===== src/rtl/fetch_pc_unit.sv =====
// ---------------------------------------------------------------------------
// fetch_pc_unit
//
// Instruction-fetch front end of the 5-stage pipeline. Owns the architectural
// PC, issues one outstanding instruction-memory request at a time, and hands
// fetched words to decode through the IF/ID register under valid/ready.
// Branch/jump redirects from EX replace the PC, flush IF/ID and kill any
// request still in flight.
//
// Ports:
//   clk, rst_n          rising-edge clock, asynchronous active-low reset
//   pc_o                current PC (to PC adder and imem address)
//   pc_plus4_i          PC adder result, pc_o + 4 modulo 2^XLEN
//   redirect_valid_i    taken branch / jump from EX this cycle
//   redirect_target_i   redirect address (low two bits are ignored)
//   imem_req_valid_o    fetch request for address pc_o
//   imem_req_ready_i    imem accepts the request
//   imem_rsp_valid_i    instruction word returned (always accepted)
//   imem_rsp_data_i     instruction word
//   ifid_valid_o        IF/ID holds a valid instruction
//   ifid_ready_i        decode consumes IF/ID this cycle
//   ifid_pc_o           PC of the IF/ID instruction
//   ifid_pc_plus4_o     PC+4 of the IF/ID instruction (link value)
//   ifid_instr_o        IF/ID instruction word
//
// Only XLEN = 32 is supported.
// ---------------------------------------------------------------------------
module fetch_pc_unit #(
    parameter int              XLEN     = 32,
    parameter logic [XLEN-1:0] RESET_PC = 32'h0000_0000
) (
    input  logic            clk,
    input  logic            rst_n,
    output logic [XLEN-1:0] pc_o,
    input  logic [XLEN-1:0] pc_plus4_i,
    input  logic            redirect_valid_i,
    input  logic [XLEN-1:0] redirect_target_i,
    output logic            imem_req_valid_o,
    input  logic            imem_req_ready_i,
    input  logic            imem_rsp_valid_i,
    input  logic [31:0]     imem_rsp_data_i,
    output logic            ifid_valid_o,
    input  logic            ifid_ready_i,
    output logic [XLEN-1:0] ifid_pc_o,
    output logic [XLEN-1:0] ifid_pc_plus4_o,
    output logic [31:0]     ifid_instr_o
);

    typedef enum logic [1:0] {
        S_REQ,
        S_WAIT,
        S_HOLD
    } state_e;

    state_e          state_q, state_d;
    logic [XLEN-1:0] pc_q, pc_d;
    logic [XLEN-1:0] reqPc_q, reqPc_d;
    logic [XLEN-1:0] reqPc4_q, reqPc4_d;
    logic            kill_q, kill_d;
    logic [31:0]     holdInstr_q, holdInstr_d;
    logic            ifidValid_q, ifidValid_d;
    logic [XLEN-1:0] ifidPc_q, ifidPc_d;
    logic [XLEN-1:0] ifidPc4_q, ifidPc4_d;
    logic [31:0]     ifidInstr_q, ifidInstr_d;

    logic            ifidFree;
    logic [XLEN-1:0] redirectPc;

    // IF/ID can take a new word when it is empty or decode drains it this cycle.
    assign ifidFree = !ifidValid_q || ifid_ready_i;

    // Redirect targets are forced word-aligned by masking the low two bits.
    assign redirectPc = redirect_target_i & ~{{(XLEN-2){1'b0}}, 2'b11};

    // Gating with rst_n keeps the request low for the whole time reset is held,
    // even though the state register already sits in S_REQ.
    assign imem_req_valid_o = rst_n && (state_q == S_REQ);

    assign pc_o            = pc_q;
    assign ifid_valid_o    = ifidValid_q;
    assign ifid_pc_o       = ifidPc_q;
    assign ifid_pc_plus4_o = ifidPc4_q;
    assign ifid_instr_o    = ifidInstr_q;

    // Next-state logic. A redirect overrides normal sequencing: it replaces the
    // PC, flushes IF/ID and makes sure whatever is in flight never reaches
    // decode (killed later if still outstanding, dropped now if it arrives in
    // the same cycle, or discarded from the hold buffer).
    always_comb begin
        state_d     = state_q;
        pc_d        = pc_q;
        reqPc_d     = reqPc_q;
        reqPc4_d    = reqPc4_q;
        kill_d      = kill_q;
        holdInstr_d = holdInstr_q;
        ifidValid_d = ifidValid_q;
        ifidPc_d    = ifidPc_q;
        ifidPc4_d   = ifidPc4_q;
        ifidInstr_d = ifidInstr_q;

        // Decode consumed the entry; a load below re-validates it.
        if (ifid_ready_i) begin
            ifidValid_d = 1'b0;
        end

        if (redirect_valid_i) begin
            pc_d        = redirectPc;
            ifidValid_d = 1'b0;
            case (state_q)
                S_REQ: begin
                    // The old-PC request still goes out, but is marked dead.
                    if (imem_req_ready_i) begin
                        reqPc_d  = pc_q;
                        reqPc4_d = pc_plus4_i;
                        kill_d   = 1'b1;
                        state_d  = S_WAIT;
                    end
                end
                S_WAIT: begin
                    if (imem_rsp_valid_i) begin
                        kill_d  = 1'b0;
                        state_d = S_REQ;
                    end else begin
                        kill_d = 1'b1;
                    end
                end
                default: begin
                    state_d = S_REQ;
                end
            endcase
        end else begin
            case (state_q)
                S_REQ: begin
                    if (imem_req_ready_i) begin
                        reqPc_d  = pc_q;
                        reqPc4_d = pc_plus4_i;
                        pc_d     = pc_plus4_i;
                        state_d  = S_WAIT;
                    end
                end
                S_WAIT: begin
                    if (imem_rsp_valid_i) begin
                        if (kill_q) begin
                            kill_d  = 1'b0;
                            state_d = S_REQ;
                        end else if (ifidFree) begin
                            ifidValid_d = 1'b1;
                            ifidPc_d    = reqPc_q;
                            ifidPc4_d   = reqPc4_q;
                            ifidInstr_d = imem_rsp_data_i;
                            state_d     = S_REQ;
                        end else begin
                            holdInstr_d = imem_rsp_data_i;
                            state_d     = S_HOLD;
                        end
                    end
                end
                S_HOLD: begin
                    // The request PC registers still describe the held word.
                    if (ifidFree) begin
                        ifidValid_d = 1'b1;
                        ifidPc_d    = reqPc_q;
                        ifidPc4_d   = reqPc4_q;
                        ifidInstr_d = holdInstr_q;
                        state_d     = S_REQ;
                    end
                end
                default: begin
                    state_d = S_REQ;
                end
            endcase
        end
    end

    // State and datapath registers; reset abandons any outstanding request.
    always_ff @(posedge clk or negedge rst_n) begin
        if (!rst_n) begin
            state_q     <= S_REQ;
            pc_q        <= RESET_PC;
            reqPc_q     <= '0;
            reqPc4_q    <= '0;
            kill_q      <= 1'b0;
            holdInstr_q <= '0;
            ifidValid_q <= 1'b0;
            ifidPc_q    <= '0;
            ifidPc4_q   <= '0;
            ifidInstr_q <= '0;
        end else begin
            state_q     <= state_d;
            pc_q        <= pc_d;
            reqPc_q     <= reqPc_d;
            reqPc4_q    <= reqPc4_d;
            kill_q      <= kill_d;
            holdInstr_q <= holdInstr_d;
            ifidValid_q <= ifidValid_d;
            ifidPc_q    <= ifidPc_d;
            ifidPc4_q   <= ifidPc4_d;
            ifidInstr_q <= ifidInstr_d;
        end
    end

endmodule

===== config.mk =====
export PLATFORM = sky130hd
export DESIGN_NAME = fetch_pc_unit
export DESIGN_NICKNAME = d
export VERILOG_FILES = /design/src/rtl/fetch_pc_unit.sv
export SDC_FILE = /design/constraint.sdc
export NUM_CORES = 1
export LEC_CHECK = 0
export BUFFER_PORTS_ARGS = -buffer_cell sky130_fd_sc_hd__buf_2
export CORE_MARGIN = 2
export CORE_UTILIZATION = 50
export CTS_BUF_LIST = sky130_fd_sc_hd__clkbuf_8
export DETAILED_ROUTE_END_ITERATION = 6
export PLACE_DENSITY = 0.8
export SLEW_MARGIN = 20
export SYNTH_ARGS = -nofsm -noshare
export SYNTH_HDL_FRONTEND = slang
export SYNTH_SLANG_ARGS = --single-unit

===== constraint.sdc =====
create_clock -name clk -period 1.9 [get_ports clk]
set_clock_uncertainty 0.15 [all_clocks]
set_input_delay 0.19 -clock clk [delete_from_list [all_inputs] [get_ports clk]]
set_output_delay 0.19 -clock clk [all_outputs]
set_load 0.03 [all_outputs]

==> results.md, run 1 <==
- Initial antenna violation count: 0
- H-tree level count: 2
- Nets: 1233
- GP Congestion: 0.8076
- Reg2reg start: state_q[0]$_DFFE_PN0P_
- Worst EP arrival: 2290 ps
- Unrepaired setup endpoints after global routing: true
- Overall power: 19.90 mW
- Sequential share of power: 39.2%
- TritonCTS clock tree: yes
- Busiest grt layer: met2
- Setup violators final: 117
- Register area: 5707 sq um
- Iter 0 DRT Violations: 368
- Sequential fraction of the synthesis area: 61.84%
- DP HPWL: 13910 um
- Clock buffer depth: 3
- Sw frac: 37.77%
- Total Routing Usage GR: 25.40%
- Root Driver: clkbuf_8
- Buffers on Ports: 229
- Routed Antenna Nets: 0
- Largest net degree at the start of global routing: 107
- CP max FO: 9
- Max cap viols: 0
- Required time worst endpoint: 2140 ps
- WHS: 48.02 ps
- Met2 usage: 43.06%
- Wirelength per Cell: 18.73 um
- Worst setup margin: -147.3 ps
- Pleak: 7.122 nW
- Met1 Track Usage GR: 31.27%
- Clock Pin Slew Worst Setup and Hold Paths: 60 ps
- Filler cells: 1096
- Cell-internal power: 12.38 mW
- Grt met3 use: 6.917%
- Row Count: 49
- Clk pwr share: 21.1%
- Reg2reg end: ifid_instr_o[8]$_DFFE_PN0P_
- Pwr dens: 1478 nW/um^2
- Die Ht: 139.8 um
- Initial Util: 51.19%
- Violated checks: negative setup slack
- Worst vdd ir: 1.024 mV
- R2R Setup Slk: -150 ps
- Core Footprint: 18020 sq um
- Drt drc: 0
- CP Capture Type: flip-flop
- Crit start category: flip-flop
- Clock sink total: 228
- Pins over their slew limit: 0
- Crit Path Category: flip-flop to flip-flop
- First-pass GRT wire length: 39810 um
- Syn_nets: 851
- Vias post-DR: 7229
- Yosys warns: 0
- Clk_lat worst skew: 520 ps
- 1st-pass router iterations: 5
- Die Area: 19560 sq um
- Share of cells above drive strength 1: 43.72%
- Sw power: 7.514 mW
- Pre-CTS setup slack: -145.9 ps
- Relative slew slack: 58.83%
- Combinational fraction of design power: 39.6%
- Fin. Hold Viols: 0
- Die width: 139.8 um
- Area growth from synthesis to layout: 45.93%
- Finished Core Util: 74.70%
- Cells after Synth: 746
- HP Class: input pin to asynchronous set/reset pin
- Fmax: 0.4884 GHz
- Vias in the first global route: 7732
- Final worst-path cycle share: 107.8%
- Area of the multi-input gates: 3817 sq um
- Reg2Reg Depth: 6
- Post-synth cell types: 27
- Ports: 232
- Synthesized area: 9226 sq um
- Syn_area_per_cell: 12.37 sq um
- #FFs+latches synth: 228
- Worst-margin pin slew: 617.5 ps
- Diode count: 0
- Vias per inst: 5.223
- Outcome: finished with violations
- Final min period: 2047 ps
- CTS Buf Count: 39
- Grt ovf: 0
- Post-Route WL: 25920 um
==> layout make-up <==
cell class,count,share of cell area [%]
multi-input cells,473,28.35
inverters,4,0.1115
repair buffers,382,21.48
clock inverters,20,0.6319
clock buffers,48,4.907
flip-flops and latches,228,42.38
well taps,229,2.128
==> power by group through the flow <==
stage                     Combinational [mW]  Clock [mW]  Sequential, mW
after detailed placement                6.91           0            7.71
final                                   7.89        4.20            7.81
after CTS                               7.22        4.27            7.67
after floorplan                         2.55           0            9.64
after global routing                    8.38        4.54            8.00
after global placement                  6.75           0            7.63
==> kinds of logic (layout without fill, tap and decap cells) <==
group / Yosys count / in the layout / synth area share (%)
compound gates: 41 / 41 / 2.468
flops: 228 / 228 / 61.84
buf+inv: 45 / 454 / 2.360
simple gates: 239 / 239 / 10.14
mux: 190 / 190 / 22.78
fa+ha+maj: 3 / 3 / 0.4069
==> cell usage in the layout (no fill, tap or decap), types with 4 or more instances in the layout <==
cell type,netlist,routed
buf_12,0,16
mux2_2,120,40
inv_1,4,19
mux2i_1,30,30
dlygate4sd3_1,0,99
o21ai_0,32,32
a21oi_1,4,4
buf_4,1,23
mux2_4,0,120
buf_6,4,10
nand2_1,227,226
dfrtp_1,228,227
clkbuf_8,0,48
buf_2,12,227
==> timing repair <==
item,4_1_cts,5_1_grt
pin swaps,0,2
cloned,3,3
hold buffers,99,0
setup endpoints to repair,128,133
setup buffers,8,2
resized for setup,40,82
endpoints found under the hold margin,360,0
==> synthesized netlist by cell type <==
library cell  instances  area, sq um
and3b_1               1        8.760
o32a_1                1        10.01
ha_1                  3        37.54
buf_6                 4        45.04
a22o_1                1        8.760
nor2b_1               3        18.77
nor4bb_1              1        10.01
buf_1                 4        15.01
mux2_2              120         1351
mux2i_1              30        300.3
nor3b_1               1        7.510
buf_2                12        60.06
a21oi_1               4        20.02
dfrtp_1             228         5705
nand3b_1              2        15.01
buf_4                 1        7.510
a32o_1                1        10.01
and2_1                2        12.51
nor3_1                1        5.000
nand2_1             227        852.1
inv_1                 4        15.01
o22ai_1               1        6.260
mux2_1               40        450.4
a211oi_2              1        12.51
clkbuf_1             20        75.07
nand2b_1              1        6.260
o21ai_0              32        160.2
==> worst max-delay path by stage <==
stage | startpoint | end | cells past startpoint
floorplan | state_q[0]$_DFFE_PN0P_ | ifid_instr_o[0]$_DFFE_PN0P_ | 8
global placement | state_q[1]$_DFFE_PN0P_ | ifid_pc_plus4_o[31]$_DFFE_PN0P_ | 7
detailed placement | state_q[1]$_DFFE_PN0P_ | ifid_pc_plus4_o[17]$_DFFE_PN0P_ | 7
CTS | state_q[0]$_DFFE_PN0P_ | ifid_instr_o[13]$_DFFE_PN0P_ | 7
global route | state_q[0]$_DFFE_PN0P_ | ifid_pc_o[7]$_DFFE_PN0P_ | 6
finish | state_q[0]$_DFFE_PN0P_ | ifid_instr_o[8]$_DFFE_PN0P_ | 6
==> registers in the layout, summed over array words and instances, names as in the netlist <==
register and count:
holdInstr_q 32, ifid_instr_o 32, ifid_pc_o 32, ifid_pc_plus4_o 32, pc_o 32, reqPc4_q 32
reqPc_q 32, state_q 2, ifid_valid_o 1, kill_q 1
==> worst max-delay path, stage by stage (launching register included) <==
cell and delay (ps):
dfrtp_2 430, ha_4 180, nand2b_4 140, a211oi_4 280, buf_6 230, clkbuf_16 200
mux2_4 310
==> routing by layer <==
metal | vias up | part of all wire [%] | wire [um]
met5 | - | 0 | 0
met4 | 0 | 3.2 | 830
met3 | 73 | 6.6 | 1702
met2 | 280 | 50 | 13080
met1 | 3602 | 40 | 10310
li1 | 3274 | - | -
==> stage by stage <==
| stage | instance area, sq um | setup TNS, ps | instances |
|---|---|---|---|
| finish | 13460 | -9603 | 1384 |
| global route | 13460 | -16300 | 1384 |
| CTS | 13120 | -9679 | 1381 |
| detailed placement | 11080 | -12260 | 1203 |
| global placement | 11080 | -9485 | 1203 |
| floorplan | 9374 | -6853 | 746 |
No activity file was read; power rests on OpenSTA's default activity.
==> inputs of run 2 (changes only) <==
- CORE_MARGIN: 2 -> unset
- CORE_UTILIZATION: 50 -> 59
- PLACE_DENSITY: 0.8 -> 0.88
- clock period: 1.9 -> 2.5 ns (I/O delays scaled with it)
==> results.md, run 2 (synthesized netlist as in run 1, its figures left out) <==
- Outcome: complete, no violations
- Clock sink total: 228 (unchanged)
- First-pass GRT wire length: 42060 um (+5.7%)
- Wirelength per Cell: 20.25 um (+8.1%)
- Root Driver: clkbuf_8
- Crit-path cells: inv_1 > ha_1 > nand2_4 > buf_16 > mux2i_1 > o21ai_0 > dlygate4sd3_1
- Pleak: 6.590 nW (-7.5%)
- Area growth from synthesis to layout: 37.08%
- 1st-pass router iterations: 5 (unchanged)
- Vias in the first global route: 8011 (+3.6%)
- Overall power: 14.93 mW (-25%)
- Largest net degree at the start of global routing: 114 (+6.5%)
- Required time worst endpoint: 2730 ps (+590 ps)
- Buffers on Ports: 229 (unchanged)
- Design Area, Final: 12650 sq um (-6.1%)
- Worst vdd ir: 0.8466 mV (-17%)
- Max cap viols: 0 (unchanged)
- Post-Route WL: 27090 um (+4.5%)
- WHS: 54.06 ps (+6.037 ps)
- Final worst-path cycle share: 95.60% (-12 points)
- Crit start category: flip-flop
- Final min period: 2390 ps (+342.7 ps)
- Worst stage delay on the critical path: 610 ps (+180 ps)
- Pins over their slew limit: 0 (unchanged)
- CTS Buf Count: 37 (-5.1%)
- Relative slew slack: 54.87% (-4.0 points)
- Finished Core Util: 82.89% (+8.2 points)
- Initial Util: 60.47% (+9.3 points)
- Crit Path Category: flip-flop to flip-flop
- Post-DP Area: 10640 sq um (-4.0%)
- Worst-margin pin slew: 677.0 ps (+59.44 ps)
- Row Count: 45 (-8.2%)
- Clock Pin Slew Worst Setup and Hold Paths: 70 ps (about the same)
- Post-CTS Setup Bufs: 0 (-8)
- Die Ht: 127.1 um (-9.1%)
- Die width: 127.1 um (-9.1%)
- Slowest cell on crit path: dlygate4sd3_1
- H-tree level count: 2 (unchanged)
- Fmax: 0.4184 GHz (-14%)
- Iter 0 DRT Violations: 539 (+46%)
- Initial antenna violation count: 1 (+1)
- Clock buffer depth: 3 (unchanged)
- Vias post-DR: 7433 (+2.8%)
- Routed Antenna Nets: 0 (unchanged)
- Ports: 232 (unchanged)
- Clk_lat worst skew: 510 ps (about the same)
- Share of cells above drive strength 1: 38.28% (-5.4 points)
- Worst EP arrival: 2620 ps (+330 ps)
- Drt drc: 0 (unchanged)
- Nets: 1203 (-2.4%)
- Crit path buffers/inverters: 3 (+1)
- TritonCTS clock tree: yes
- Family with the most delay on the worst path: buffers and inverters
- GP Congestion: 0.7700 (-4.7%)
- Vias per inst: 5.555 (+6.4%)
- Filler cells: 746 (-32%)
- Die Area: 16140 sq um (-17%)
- CP Capture Type: flip-flop
- Grt ovf: 0 (unchanged)
- Setup violators final: 0 (-100%)
- Core Footprint: 15260 sq um (-15%)
- Most frequent cells in the layout: dfrtp_1, buf_2, nand2_1
- CP max FO: 18 (+9)
- Pwr dens: 1180 nW/um^2 (-20%)
- Fin. Hold Viols: 0 (unchanged)
- Total Routing Usage GR: 33.91% (+8.5 points)
- DP HPWL: 12880 um (-7.4%)
- HP Class: input pin to asynchronous set/reset pin
-- run 2: where the power goes --
| part | switching, mW | internal, mW | total, mW | leakage, nW |
|---|---|---|---|---|
| clock network | 1.53 | 2.15 | 3.68 | 0.458 |
| logic | 3.46 | 1.87 | 5.33 | 3.25 |
| registers | 0.851 | 5.07 | 5.92 | 2.88 |
-- run 2: final cells by class --
type	count	area, sq um	area share [%]
Sequential cell	228	5705	45.11
Multi-Input combinational cell	473	3319	26.25
Timing Repair Buffer	354	2485	19.65
Clock buffer	48	660.6	5.224
Tap cell	211	264.0	2.087
Clock inverter	19	195.2	1.543
Inverter	4	15.01	0.1187
Antenna cell	1	2.502	0.01979
-- run 2: final timing paths --
kind	startpoint	end	slack, ps	depth (start not counted)
worst max register to register	state_q[0]$_DFFE_PN0P_	pc_o[26]$_DFFE_PN0P_	110	7
worst min-delay path	rst_n	holdInstr_q[8]$_DFFE_PN0P_	50	2
worst min register to register	reqPc4_q[2]$_DFFE_PN0P_	reqPc4_q[2]$_DFFE_PN0P_	320	2
max in group asynchronous	rst_n	reqPc4_q[7]$_DFFE_PN0P_	1280	3
min in group clk	redirect_valid_i	state_q[1]$_DFFE_PN0P_	90	3
worst max-delay path	state_q[0]$_DFFE_PN0P_	pc_o[26]$_DFFE_PN0P_	110	7
-- run 2: timing repair --
action                                  4_1_cts  5_1_grt
endpoints found under the setup margin        0       11
hold buffers                                109        0
resized for setup                             0        1
endpoints found under the hold margin       358        0
-- run 2: through the flow --
step / TNS [ps] / setup WS (ps) / instances
after global placement: 0 / 282.1 / 1159
after detailed placement: 0 / 209.3 / 1159
after global routing: -6.943 / -6.943 / 1337
final: 0 / 110.0 / 1338
after CTS: 0 / 109.5 / 1335
after floorplan: 0 / 423.9 / 746
-- run 2: metal layers --
| metal | share of wire [%] | vias up | GRT usage, % |
|---|---|---|---|
| met4 | 5.2 | 0 | 17.86 |
| met3 | 8.0 | 136 | 8.794 |
| li1 | - | 3216 | - |
| met5 | 0 | - | 0 |
| met2 | 50 | 421 | 58.66 |
| met1 | 37 | 3660 | 38.96 |
